<file path="src/rtl/compare_arbiter.sv">
// Round-robin arbiter sharing one unsigned compare/max datapath between two requesters.
// Each granted operation takes IDLE -> EXEC -> DONE and returns a registered result with a done pulse.
module compare_arbiter #(
    parameter int WIDTH = 4,
    parameter int CNT_W = 8
) (
    input  logic             clk,
    input  logic             rst,
    input  logic             req0,
    input  logic [WIDTH-1:0] x0,
    input  logic [WIDTH-1:0] y0,
    input  logic [1:0]       sel0,
    input  logic             req1,
    input  logic [WIDTH-1:0] x1,
    input  logic [WIDTH-1:0] y1,
    input  logic [1:0]       sel1,
    output logic             grant0,
    output logic             grant1,
    output logic             done0,
    output logic             done1,
    output logic [WIDTH-1:0] result,
    output logic             busy,
    output logic [CNT_W-1:0] op_count
);

    typedef enum logic [1:0] {
        IDLE = 2'd0,
        EXEC = 2'd1,
        DONE = 2'd2
    } state_t;

    state_t           state_q, state_d;
    logic             owner_q, owner_d;
    logic             last_grant_q, last_grant_d;
    logic [WIDTH-1:0] x_q, x_d;
    logic [WIDTH-1:0] y_q, y_d;
    logic [1:0]       sel_q, sel_d;
    logic [WIDTH-1:0] result_q, result_d;
    logic [CNT_W-1:0] op_count_q, op_count_d;

    logic             win1;
    logic [WIDTH-1:0] cmp_val;

    // Requester 1 wins when alone, or on a tie when requester 0 was served last.
    assign win1 = req1 && (!req0 || !last_grant_q);

    always_comb begin
        cmp_val = '0;
        case (sel_q)
            2'd0:    cmp_val[0] = (x_q == y_q);
            2'd1:    cmp_val[0] = (x_q > y_q);
            2'd2:    cmp_val[0] = (x_q < y_q);
            default: cmp_val    = (x_q < y_q) ? y_q : x_q;
        endcase
    end

    always_comb begin
        state_d      = state_q;
        owner_d      = owner_q;
        last_grant_d = last_grant_q;
        x_d          = x_q;
        y_d          = y_q;
        sel_d        = sel_q;
        result_d     = result_q;
        op_count_d   = op_count_q;
        case (state_q)
            IDLE: begin
                if (req0 || req1) begin
                    owner_d = win1;
                    x_d     = win1 ? x1 : x0;
                    y_d     = win1 ? y1 : y0;
                    sel_d   = win1 ? sel1 : sel0;
                    state_d = EXEC;
                end
            end
            EXEC: begin
                result_d = cmp_val;
                state_d  = DONE;
            end
            DONE: begin
                op_count_d   = op_count_q + CNT_W'(1);
                last_grant_d = owner_q;
                state_d      = IDLE;
            end
            default: state_d = IDLE;
        endcase
    end

    always_ff @(posedge clk or posedge rst) begin
        if (rst) begin
            state_q      <= IDLE;
            owner_q      <= 1'b0;
            last_grant_q <= 1'b1;
            x_q          <= '0;
            y_q          <= '0;
            sel_q        <= '0;
            result_q     <= '0;
            op_count_q   <= '0;
        end else begin
            state_q      <= state_d;
            owner_q      <= owner_d;
            last_grant_q <= last_grant_d;
            x_q          <= x_d;
            y_q          <= y_d;
            sel_q        <= sel_d;
            result_q     <= result_d;
            op_count_q   <= op_count_d;
        end
    end

    assign busy     = (state_q != IDLE);
    assign grant0   = busy && !owner_q;
    assign grant1   = busy && owner_q;
    assign done0    = (state_q == DONE) && !owner_q;
    assign done1    = (state_q == DONE) && owner_q;
    assign result   = result_q;
    assign op_count = op_count_q;

endmodule

</file>
<file path="config.mk">
export PLATFORM = sky130hd
export DESIGN_NAME = compare_arbiter
export DESIGN_NICKNAME = d
export VERILOG_FILES = /design/src/rtl/compare_arbiter.sv
export SDC_FILE = /design/constraint.sdc
export NUM_CORES = 1
export LEC_CHECK = 0
export CAP_MARGIN = 20
export CORE_MARGIN = 3
export CORE_UTILIZATION = 49
export DETAILED_ROUTE_END_ITERATION = 8
export PLACE_DENSITY = 0.93
export RECOVER_POWER = 50
export SETUP_SLACK_MARGIN = 0.1
export SKIP_LAST_GASP = 1
export SLEW_MARGIN = 40
export SYNTH_ARGS = -nofsm -noshare
export SYNTH_HDL_FRONTEND = slang
export SYNTH_SLANG_ARGS = --single-unit
</file>
<file path="constraint.sdc">
create_clock -name clk -period 4.5 [get_ports clk]
set_clock_uncertainty 0.2 [all_clocks]
set_input_delay 0.675 -clock clk [delete_from_list [all_inputs] [get_ports clk]]
set_output_delay 0.675 -clock clk [all_outputs]
set_load 0.005 [all_outputs]
</file>
==> metrics <==
status finished clean; min-delay src op_count[7]; Synth cell types 31; vias 1033; Multi-input gate area 611 um^2; worst flop-to-flop path startpoint state_q[0]; Buffers on Ports 40; Tot Pwr 0.00104 W; Cell Area, Synth 1340 um^2; CTS H-Tree Depth 1; Final period util 63.3%; Initial Util 52.9%; Inserted Clock Buffers 3; Worst Hold End op_count[7]; die area 3390 um^2; Routed Antenna Nets 0; Skew-Pair Late Insertion Delay 0.33 ns; share of layout cells above drive strength 1 6.55%; syn_nets 157; RSZ-0062 raised after global routing no; Antenna Cells 0; Reg2Reg Depth 5; pin count of the biggest net entering global routing 27; Required @ worst endpoint 3.62 ns; Reg area 652 um^2; IO Pins 41; overall routed net length 2.52 mm; DRC viols 0; cells along the critical path nor2b_1 > and2_1 > clkdlybuf4s50_1; clock root cell clkbuf_4; CTS tree built; Hold Crit Class register to register; Longest Clk Path Bufs 2; CP max stage cell nor2b_1; Min Clock Period, post-route 2.85 ns; Overflow after GRT 0; hold slack 0.289 ns; CP max FO 8; area grow syn2layout 32.1%; post-CTS setup buffers 0; Max-slew headroom 35.7%; Post-Route Setup TNS 0 ns; drt first pass iters 4; synthesized area per cell 10.4 um^2; CP delay by family, top simple AND/OR/NAND/NOR gates; GRT Total Usage 16.9%; hold_buf cts 0; FF+latch count, synth 26; CTS sink cnt 26; Placer Congestion 0.761; Yosys top cell by area dfrtp_1; CP Data Arrival Time 1.97 ns; r2r endpoint op_count[7]; nets 198; Least-Margin Pin Slew 0.963 ns; DR vias/cell 5.22; worst stage delay on the critical path 0.50 ns; initial antenna violation count 0; peak supply drop 0.000364 V; WP buf/inv 1; first-pass GRT wire length 4.35 mm; # resized after CTS 0; hold path depth 1; endpoints failing setup 0; fill count 192; Iteration-0 DRC Markers 20; fmax 351 MHz; Rows 18; Die W 58.2 um; Worst setup SP type register; commonest non-fill, non-tap cell in the layout clkdlybuf4s50_1; core area 2520 um^2; P_leak 0.792 nW; WS Path Type register to primary output; r2r setup slk 2.65 ns; yosys warns 0; vias in the first global route 1024; DR WL/cell 12.7 um; fin. max-slew vios 0; maxcap violations 0; post-synthesis sequential area ratio 48.8%; top cell type's share of synthesized area 46.9%; Reg clk slew, reported paths 0.14 ns; top cells by area, synth dfrtp_1 47%, mux2i_1 11%, a21oi_1 4.9%; Post-Place Cells 194; most frequent cells in the layout 39 x clkdlybuf4s50_1, 25 x dfrtp_1, 17 x nor2_1; fin cells 198; critical path capture point type primary output; chip height 58.2 um; Hold Vio Cnt, Final 0; power per standard cell area 591 nW/um^2; Mapped Cells 128; Detail Placement HPWL 1.99 mm
==> worst max-delay path by stage <==
stage / start / endpoint / slack, ns / cells after the start
CTS: state_q[0] / done1 / 1.80 / 3
global placement: req1 / x_q[2] / 1.66 / 4
floorplan: state_q[1] / done0 / 2.82 / 3
detailed placement: req1 / x_q[0] / 1.98 / 4
finish: state_q[0] / done1 / 1.65 / 3
global route: state_q[0] / done1 / 1.49 / 3
==> kinds of logic (layout without fill, tap and decap cells) <==
kind of cell	Yosys count	count (layout)	synth area share, %
and+or+nand+nor	39	39	15.7
buffers and inverters	14	54	5.15
muxes	17	17	12.9
adders and majority gates	5	5	4.69
xor gates and xnor gates	7	7	4.59
DFF	26	26	48.8
AOI/OAI and AO/OA	20	20	8.15
==> cell type report <==
cell class | count | share of cell area, %
Inverter | 10 | 2.13
Multi-Input combinational cell | 88 | 34.6
Sequential cell | 26 | 37.0
Clock buffer | 4 | 1.49
Tap cell | 30 | 2.13
Timing Repair Buffer | 40 | 22.7
==> cells in the mapped netlist <==
library cell  number
nor4_1             1
a21oi_1           13
nand2_1            8
o21ai_2            1
dfstp_2            1
dfrtp_1           25
nand2b_1           1
nor2_1            17
mux2_1             2
buf_6              1
nor2_4             1
and3b_1            1
and2_1             2
inv_1              8
nor2_2             1
o211ai_1           1
nand3_1            1
nand4_4            1
buf_2              1
mux2i_1           15
nand3_2            1
a21boi_1           1
nand4_1            2
inv_2              2
nor2b_2            1
nor2b_1            1
xor2_1             3
xnor2_1            4
o21ai_1            4
ha_1               5
buf_4              2
==> through the flow <==
step / instance area (um^2) / setup WS [ns] / utilization [%]
global placement: 1740 / 1.66 / 69.0
CTS: 1770 / 1.80 / 70.3
finish: 1760 / 1.65 / 69.9
floorplan: 1340 / 2.82 / -
global route: 1760 / 1.49 / 69.9
detailed placement: 1750 / 1.98 / 69.3
==> layer usage <==
| metal | global-route usage [%] | part of all wire (%) | vias to the layer above |
|---|---|---|---|
| li1 | - | - | 509 |
| met5 | 0 | 0 | - |
| met1 | 18.5 | 41 | 479 |
| met3 | 2.67 | 5.5 | 5 |
| met2 | 31.5 | 51 | 40 |
| met4 | 7.95 | 2.3 | 0 |
==> flip-flops by register name (all words and copies together) (netlist names) <==
register,count
last_grant_q,1
op_count,8
owner_q,1
result,4
sel_q,2
state_q,2
x_q,4
y_q,4
==> report_power, final <==
part | internal, W | leakage, nW | switching, W
clock | 0.0000348 | 0.0150 | 0.0000699
combinational | 0.000271 | 0.464 | 0.000242
sequential | 0.000334 | 0.313 | 0.0000922
(Power assumes the default switching activity.)
